==> config.mk <==
export PLATFORM = sky130hd
export DESIGN_NAME = fetch_unit
export DESIGN_NICKNAME = d
export VERILOG_FILES = /design/src/rtl/fetch_pkg.sv /design/src/rtl/fetch_buf.sv /design/src/rtl/fetch_unit.sv
export SDC_FILE = /design/constraint.sdc
export NUM_CORES = 1
export LEC_CHECK = 0
export ABC_CLOCK_PERIOD_IN_PS = 7400
export BUFFER_PORTS_ARGS = -buffer_cell sky130_fd_sc_hd__buf_2
export CORE_AREA = 2 2 116 73
export CTS_CLUSTER_DIAMETER = 100
export DETAILED_ROUTE_END_ITERATION = 10
export DIE_AREA = 0 0 118 75
export PLACE_DENSITY = 0.8
export SLEW_MARGIN = 20
export SYNTH_ARGS = -nofsm -noshare
export SYNTH_HDL_FRONTEND = slang
export SYNTH_SLANG_ARGS = --single-unit
==> constraint.sdc <==
create_clock -name clk -period 7.4 [get_ports clk]
set_input_delay 1.48 -clock clk [delete_from_list [all_inputs] [get_ports clk]]
set_output_delay 1.48 -clock clk [all_outputs]
set_load 0.05 [all_outputs]
==> src/rtl/fetch_pkg.sv <==
// Shared definitions for the instruction fetch unit: state encoding and
// parameter defaults used by fetch_unit and fetch_buf.
package fetch_pkg;

   localparam int unsigned DATA_W_DEF    = 16;
   localparam int unsigned ADDR_W_DEF    = 8;
   localparam int unsigned RESET_PC_DEF  = 0;
   localparam int unsigned BUF_DEPTH_DEF = 2;

   typedef enum logic [1:0] {
      ST_IDLE = 2'd0,
      ST_LOAD = 2'd1,
      ST_RUN  = 2'd2
   } fetch_state_e;

endpackage

==> src/rtl/fetch_buf.sv <==
// Output buffer of the fetch unit: DEPTH-entry FIFO of {inst, pc}.
// Ports:
//   clk_i, rst_ni            clock, async active-low reset
//   flush_i                  drop all entries (push in the same cycle ignored)
//   push_i, push_*_i         write one entry
//   valid_o, ready_i         head valid / consumer accepts (pop on both)
//   inst_o, pc_o             head entry, zero while empty
//   count_o                  current number of entries
module fetch_buf
   import fetch_pkg::*;
#(
   parameter int unsigned DATA_W = DATA_W_DEF,
   parameter int unsigned ADDR_W = ADDR_W_DEF,
   parameter int unsigned DEPTH  = BUF_DEPTH_DEF
) (
   input  logic                     clk_i,
   input  logic                     rst_ni,
   input  logic                     flush_i,
   input  logic                     push_i,
   input  logic [DATA_W-1:0]        push_inst_i,
   input  logic [ADDR_W-1:0]        push_pc_i,
   output logic                     valid_o,
   input  logic                     ready_i,
   output logic [DATA_W-1:0]        inst_o,
   output logic [ADDR_W-1:0]        pc_o,
   output logic [$clog2(DEPTH):0]   count_o
);

   localparam int unsigned PTR_W = $clog2(DEPTH);
   localparam int unsigned CNT_W = PTR_W + 1;

   logic [DATA_W-1:0] inst_q [DEPTH];
   logic [ADDR_W-1:0] pc_q   [DEPTH];
   logic [PTR_W-1:0]  rd_ptr_q, rd_ptr_d;
   logic [PTR_W-1:0]  wr_ptr_q, wr_ptr_d;
   logic [CNT_W-1:0]  count_q, count_d;
   logic              pop;
   logic              push_ok;

   assign valid_o = (count_q != '0);
   assign pop     = valid_o && ready_i;
   assign push_ok = push_i && !flush_i;
   assign count_o = count_q;
   assign inst_o  = valid_o ? inst_q[rd_ptr_q] : '0;
   assign pc_o    = valid_o ? pc_q[rd_ptr_q]   : '0;

   always_comb begin
      rd_ptr_d = rd_ptr_q;
      wr_ptr_d = wr_ptr_q;
      count_d  = count_q;
      if (flush_i) begin
         rd_ptr_d = '0;
         wr_ptr_d = '0;
         count_d  = '0;
      end else begin
         if (push_ok) wr_ptr_d = wr_ptr_q + PTR_W'(1);
         if (pop)     rd_ptr_d = rd_ptr_q + PTR_W'(1);
         count_d = count_q + CNT_W'(push_ok) - CNT_W'(pop);
      end
   end

   always_ff @(posedge clk_i or negedge rst_ni) begin
      if (!rst_ni) begin
         rd_ptr_q <= '0;
         wr_ptr_q <= '0;
         count_q  <= '0;
      end else begin
         rd_ptr_q <= rd_ptr_d;
         wr_ptr_q <= wr_ptr_d;
         count_q  <= count_d;
      end
   end

   // Storage needs no reset: outputs are gated by valid_o.
   always_ff @(posedge clk_i) begin
      if (push_ok) begin
         inst_q[wr_ptr_q] <= push_inst_i;
         pc_q[wr_ptr_q]   <= push_pc_i;
      end
   end

endmodule

==> src/rtl/fetch_unit.sv <==
// Instruction fetch unit with UART program-load mode.
// IDLE: nothing happens. LOAD: each valid UART word is written to
// instruction memory at an auto-incrementing address. RUN: sequential
// fetch into a small output buffer with branch redirect.
// Ports:
//   clk, reset_n                         clock, async active-low reset
//   load_mode, run_en                    mode requests
//   uart_data/uart_valid/uart_ready      program-load word stream
//   imem_addr/rd_en/rdata/wr_en/wdata    instruction memory (1-cycle read)
//   br_taken, br_target                  redirect request
//   o_inst/o_pc/o_pc_next/o_valid/i_ready  decode interface
//   load_count, load_ovf, state_o        status
module fetch_unit
   import fetch_pkg::*;
#(
   parameter int unsigned DATA_W    = DATA_W_DEF,
   parameter int unsigned ADDR_W    = ADDR_W_DEF,
   parameter int unsigned RESET_PC  = RESET_PC_DEF,
   parameter int unsigned BUF_DEPTH = BUF_DEPTH_DEF
) (
   input  logic              clk,
   input  logic              reset_n,
   input  logic              load_mode,
   input  logic              run_en,
   input  logic [DATA_W-1:0] uart_data,
   input  logic              uart_valid,
   output logic              uart_ready,
   output logic [ADDR_W-1:0] imem_addr,
   output logic              imem_rd_en,
   input  logic [DATA_W-1:0] imem_rdata,
   output logic              imem_wr_en,
   output logic [DATA_W-1:0] imem_wdata,
   input  logic              br_taken,
   input  logic [ADDR_W-1:0] br_target,
   output logic [DATA_W-1:0] o_inst,
   output logic [ADDR_W-1:0] o_pc,
   output logic [ADDR_W-1:0] o_pc_next,
   output logic              o_valid,
   input  logic              i_ready,
   output logic [ADDR_W:0]   load_count,
   output logic              load_ovf,
   output logic [1:0]        state_o
);

   localparam int unsigned     CNT_W   = $clog2(BUF_DEPTH) + 1;
   localparam logic [ADDR_W-1:0] PC_RST  = ADDR_W'(RESET_PC);
   localparam logic [ADDR_W:0]   CNT_MAX = {1'b1, {ADDR_W{1'b0}}};

   fetch_state_e      state_q, state_d;
   logic [ADDR_W-1:0] pc_q, pc_d;
   logic [ADDR_W-1:0] ld_addr_q, ld_addr_d;
   logic [ADDR_W:0]   ld_cnt_q, ld_cnt_d;
   logic              ovf_q, ovf_d;
   logic              infl_q, infl_d;
   logic [ADDR_W-1:0] infl_pc_q, infl_pc_d;

   logic              in_run, in_load, leave_run, redirect, flush;
   logic              issue, wr, pop, push;
   logic [ADDR_W-1:0] rd_addr;
   logic [CNT_W:0]    occ;
   logic              buf_valid;
   logic [CNT_W-1:0]  buf_count;
   logic [DATA_W-1:0] buf_inst;
   logic [ADDR_W-1:0] buf_pc;

   assign in_run    = (state_q == ST_RUN);
   assign in_load   = (state_q == ST_LOAD);
   assign leave_run = in_run && (load_mode || !run_en);
   assign redirect  = in_run && !leave_run && br_taken;
   assign flush     = leave_run || redirect;
   assign pop       = buf_valid && i_ready;
   assign push      = infl_q && !flush;

   // Occupancy counts the entry leaving this cycle as already gone, so a
   // BUF_DEPTH=2 buffer can still sustain one instruction per cycle.
   assign occ     = {1'b0, buf_count} + (CNT_W+1)'(infl_q) - (CNT_W+1)'(pop);
   assign rd_addr = redirect ? br_target : pc_q;
   assign issue   = in_run && !leave_run &&
                    (redirect || (occ < (CNT_W+1)'(BUF_DEPTH)));
   assign wr      = in_load && uart_valid;

   assign uart_ready = in_load;
   assign imem_wr_en = wr;
   assign imem_rd_en = issue;
   assign imem_wdata = wr ? uart_data : '0;
   always_comb begin
      imem_addr = '0;
      if (wr)         imem_addr = ld_addr_q;
      else if (issue) imem_addr = rd_addr;
   end

   always_comb begin
      state_d   = state_q;
      pc_d      = pc_q;
      ld_addr_d = ld_addr_q;
      ld_cnt_d  = ld_cnt_q;
      ovf_d     = ovf_q;
      infl_d    = issue;
      infl_pc_d = rd_addr;

      unique case (state_q)
         ST_IDLE: if (load_mode) state_d = ST_LOAD;
                  else if (run_en) state_d = ST_RUN;
         ST_LOAD: if (!load_mode) state_d = ST_IDLE;
         ST_RUN:  if (load_mode) state_d = ST_LOAD;
                  else if (!run_en) state_d = ST_IDLE;
         default: state_d = ST_IDLE;
      endcase

      if (leave_run)  pc_d = PC_RST;
      else if (issue) pc_d = rd_addr + ADDR_W'(1);

      if (state_d == ST_LOAD && state_q != ST_LOAD) begin
         ld_addr_d = '0;
         ld_cnt_d  = '0;
         ovf_d     = 1'b0;
      end else if (wr) begin
         ld_addr_d = ld_addr_q + ADDR_W'(1);
         // A write after the count saturated landed on a wrapped address.
         if (ld_cnt_q == CNT_MAX) ovf_d = 1'b1;
         else                     ld_cnt_d = ld_cnt_q + (ADDR_W+1)'(1);
      end
   end

   always_ff @(posedge clk or negedge reset_n) begin
      if (!reset_n) begin
         state_q   <= ST_IDLE;
         pc_q      <= PC_RST;
         ld_addr_q <= '0;
         ld_cnt_q  <= '0;
         ovf_q     <= 1'b0;
         infl_q    <= 1'b0;
         infl_pc_q <= '0;
      end else begin
         state_q   <= state_d;
         pc_q      <= pc_d;
         ld_addr_q <= ld_addr_d;
         ld_cnt_q  <= ld_cnt_d;
         ovf_q     <= ovf_d;
         infl_q    <= infl_d;
         infl_pc_q <= infl_pc_d;
      end
   end

   fetch_buf #(
      .DATA_W (DATA_W),
      .ADDR_W (ADDR_W),
      .DEPTH  (BUF_DEPTH)
   ) u_buf (
      .clk_i       (clk),
      .rst_ni      (reset_n),
      .flush_i     (flush),
      .push_i      (push),
      .push_inst_i (imem_rdata),
      .push_pc_i   (infl_pc_q),
      .valid_o     (buf_valid),
      .ready_i     (i_ready),
      .inst_o      (buf_inst),
      .pc_o        (buf_pc),
      .count_o     (buf_count)
   );

   assign o_valid    = buf_valid;
   assign o_inst     = buf_inst;
   assign o_pc       = buf_pc;
   assign o_pc_next  = buf_valid ? buf_pc + ADDR_W'(1) : '0;
   assign load_count = ld_cnt_q;
   assign load_ovf   = ovf_q;
   assign state_o    = state_q;

endmodule

==> results.sh <==
export IMPL_maxSlewViolCount=0
export IMPL_p_per_area_nw_per_um2=348
export IMPL_synth_ff_latch_count=89
export IMPL_clock_sinks=89
export IMPL_chipWidth_um=118
export IMPL_htreeDepth=3
export IMPL_total_power_uw=1820
export IMPL_worstHoldPathType="reg -> reg"
export IMPL_grt_max_degree=42
export IMPL_wl_mm=9.32
export IMPL_final_cells=596
export IMPL_postSynthAreaPerCell_um2=11.6
export IMPL_r2r_setup_slack_ns=4.13
export IMPL_synth_edf_count=48
export IMPL_ys_seq_area_share_pct=58.4
export IMPL_path_class="in -> out"
export IMPL_rows=25
export IMPL_areaGrowthSynthToFinish_pct=23.9
export IMPL_status="finished clean"
export IMPL_clkTransAtPathRegs_ns=0.06
export IMPL_clk_latency_ns=0.33
export IMPL_postSynth_asyncResetShare_pct=46.1
export IMPL_die_h_um=75
export IMPL_timing_final_crit_share_pct=75.4
export IMPL_core_area_um2=7730
export IMPL_synthesis_nets=421
export IMPL_cts_made_buffers=9
export IMPL_fmax_ghz=0.179
export IMPL_drt_initial_drc_count=163
export IMPL_port_buffers=118
export IMPL_cts_hold_buf=0
export IMPL_gp_congestion=0.881
export IMPL_cts_setup_buffers=0
export IMPL_clk_path_buf_depth=2
export IMPL_diodes=0
export IMPL_grt_pass1_wl_mm=14.8
export IMPL_wl_per_cell_um=15.6
export IMPL_route_detailed_drc=0
export IMPL_syn_cell_area_um2=4220
export IMPL_slowest_stage="fa_1"
export IMPL_drive_gt1_share_pct=30.1
export IMPL_cap_viol_max_count=0
export IMPL_cts_root_buf="clkbuf_16"
export IMPL_synth_distinct_cells=43
export IMPL_setup_viol=0
export IMPL_relSlewSlack_pct=40.3
export IMPL_vdd_drop_max_uv=161
export IMPL_die_area_um2=8850
export IMPL_stdcell_area_um2=5230
export IMPL_cts_resized=0
export IMPL_crit_chain="buf_2 -> nor2b_1 -> ha_1 -> nor2b_1 -> fa_1 -> o21ai_0 -> nand2_1 -> inv_1 -> a22o_1 -> buf_2"
export IMPL_drt_first_pass_iters=4
export IMPL_start_util_pct=54.7
export IMPL_detail_route_antenna_nets=0
export IMPL_vias=3132
export IMPL_use_met2_pct=36.9
export IMPL_period_minus_slack_ns=5.58
export IMPL_synthFlopType="edfxtp_1"
export IMPL_cts_tree="done"
export IMPL_final_util_pct=67.7
export IMPL_cp_max_fo=22
export IMPL_grt_pass1_vias=2972
export IMPL_gr_usage_all_layers_pct=21.8
export IMPL_cp_arrival_ns=4.10
export IMPL_grt_busiest_layer="met2"
export IMPL_nNetsFinal=539
export IMPL_layout_common_cells="buf_2 (118), edfxtp_1 (48), nor2_1 (47)"
export IMPL_syn_inst=365
export IMPL_critPathMaxStageDelay_ns=0.47
export IMPL_fin_setup_tns_ns=0
export IMPL_hold_viol_final=0
export IMPL_crit_path_start_kind="input pin"
export IMPL_worstPathRequired_ns=5.92
export IMPL_pin_count=119
export IMPL_met3_usage_pct=5.53
export IMPL_worstPathBufferInverterCount=3
export IMPL_tightest_slew_ns=0.896
export IMPL_rsz0062_at_grt="no"
export IMPL_antenna_found_initial=0
export IMPL_skew_ns=0.00648
export IMPL_vias_per_cell=5.26
export IMPL_layout_commonest_cell="buf_2"
export IMPL_path_delay_family="adder cells"
export IMPL_yosysWarningCount=0
export IMPL_gr_total_overflow=0
export IMPL_postPlaceCellArea_um2=4900
export IMPL_dp_hpwl_mm=6.52
export IMPL_endpoint_kind="output pin"
export IMPL_leakage_uw=0.00258
export IMPL_use_met1_pct=29.2
export IMPL_dp_cells=580
==> power breakdown <==
| group | internal (uW) | switching [uW] | total, uW |
|---|---|---|---|
| Combinational | 190 | 563 | 754 |
| Clock | 299 | 191 | 491 |
| Sequential | 546 | 29.0 | 575 |
| Total | 1040 | 784 | 1820 |
==> final cells by class <==
class / count / area [um2]
flip-flops and latches: 89 / 2470
fillers: 587 / 2490
multi-input cells: 243 / 1620
clock buffers: 9 / 225
well taps: 108 / 135
inverters: 20 / 75.1
clock inverters: 7 / 101
repair buffers: 120 / 606
==> layer usage <==
layer	part of all wire, %	wire (um)
met2	50	4630
met5	0	0
met1	45	4150
met3	5.5	510
met4	0.28	26
==> flip-flops by register name, summed over array words and instances (netlist names) <==
| register | flops |
|---|---|
| ld_addr_q | 8 |
| pc_q | 8 |
| u_buf.pc_q | 16 |
| infl_pc_q | 8 |
| u_buf.rd_ptr_q | 1 |
| load_count | 9 |
| state_o | 2 |
| u_buf.inst_q | 32 |
| load_ovf | 1 |
| infl_q | 1 |
| u_buf.wr_ptr_q | 1 |
| u_buf.count_o | 2 |
==> cell families (layout without fill, tap and decap cells) <==
logic type                 Yosys count  in the layout  share of synthesized area (%)
and+or+nand+nor                    138            138                           16.2
DFF                                 89             89                           58.4
muxes                               38             38                           9.16
buffers and inverters               33            156                           3.38
AOI/OAI and AO/OA                   32             32                           4.56
xor gates and xnor gates            26             26                           5.39
adders and majority gates            9              9                           2.84
==> worst register-to-register path: stages, from the launching register on <==
cell and delay (ns):
dfrtp_1 0.44, nor2_4 0.52, nor2b_1 0.17, ha_1 0.34
nor2b_1 0.17, fa_1 0.47, o21ai_0 0.18, nand2_1 0.45
mux2i_1 0.25, o2bb2ai_1 0.15
==> final timing paths <==
check                                      start               end  cells past startpoint
worst max-delay path                     i_ready      imem_addr[1]                     10
worst min-delay path                infl_pc_q[2]  u_buf.pc_q[1][2]                      0
worst max register to register  u_buf.count_o[1]           pc_q[4]                      9
worst min register to register      infl_pc_q[2]  u_buf.pc_q[1][2]                      0
max in group asynchronous                reset_n      infl_pc_q[5]                      1
min in group asynchronous                reset_n     load_count[5]                      1
==> cell usage after synthesis (2+ instances only) <==
library cell | n | area [um2]
or3_1 | 2 | 12.5
mux2i_1 | 33 | 330
nand3_1 | 16 | 80.1
nor4b_1 | 2 | 17.5
xor2_1 | 14 | 123
dfrtp_1 | 41 | 1030
nand4_1 | 5 | 31.3
nand2_1 | 25 | 93.8
nand3b_1 | 2 | 15.0
a21oi_1 | 7 | 35.0
clkbuf_1 | 6 | 22.5
edfxtp_1 | 48 | 1440
nor4_1 | 2 | 12.5
buf_2 | 3 | 15.0
ha_1 | 8 | 100
o21ai_0 | 14 | 70.1
inv_1 | 19 | 71.3
nor3_1 | 2 | 10.0
nor2_1 | 48 | 180
a22o_1 | 2 | 17.5
xnor2_1 | 12 | 105
buf_4 | 2 | 15.0
o21ai_1 | 3 | 15.0
mux2_2 | 5 | 56.3
nor2b_1 | 6 | 37.5
and3_1 | 5 | 31.3
and2_1 | 17 | 106
==> through the flow <==
step                      setup slack, ns  hold WS (ns)
after detailed placement             1.90         0.429
after floorplan                      1.90         0.420
after global placement               1.97         0.425
after CTS                            1.77         0.442
after global routing                 1.68         0.456
final                                1.82         0.445
No activity file was read; power rests on OpenSTA's default activity.
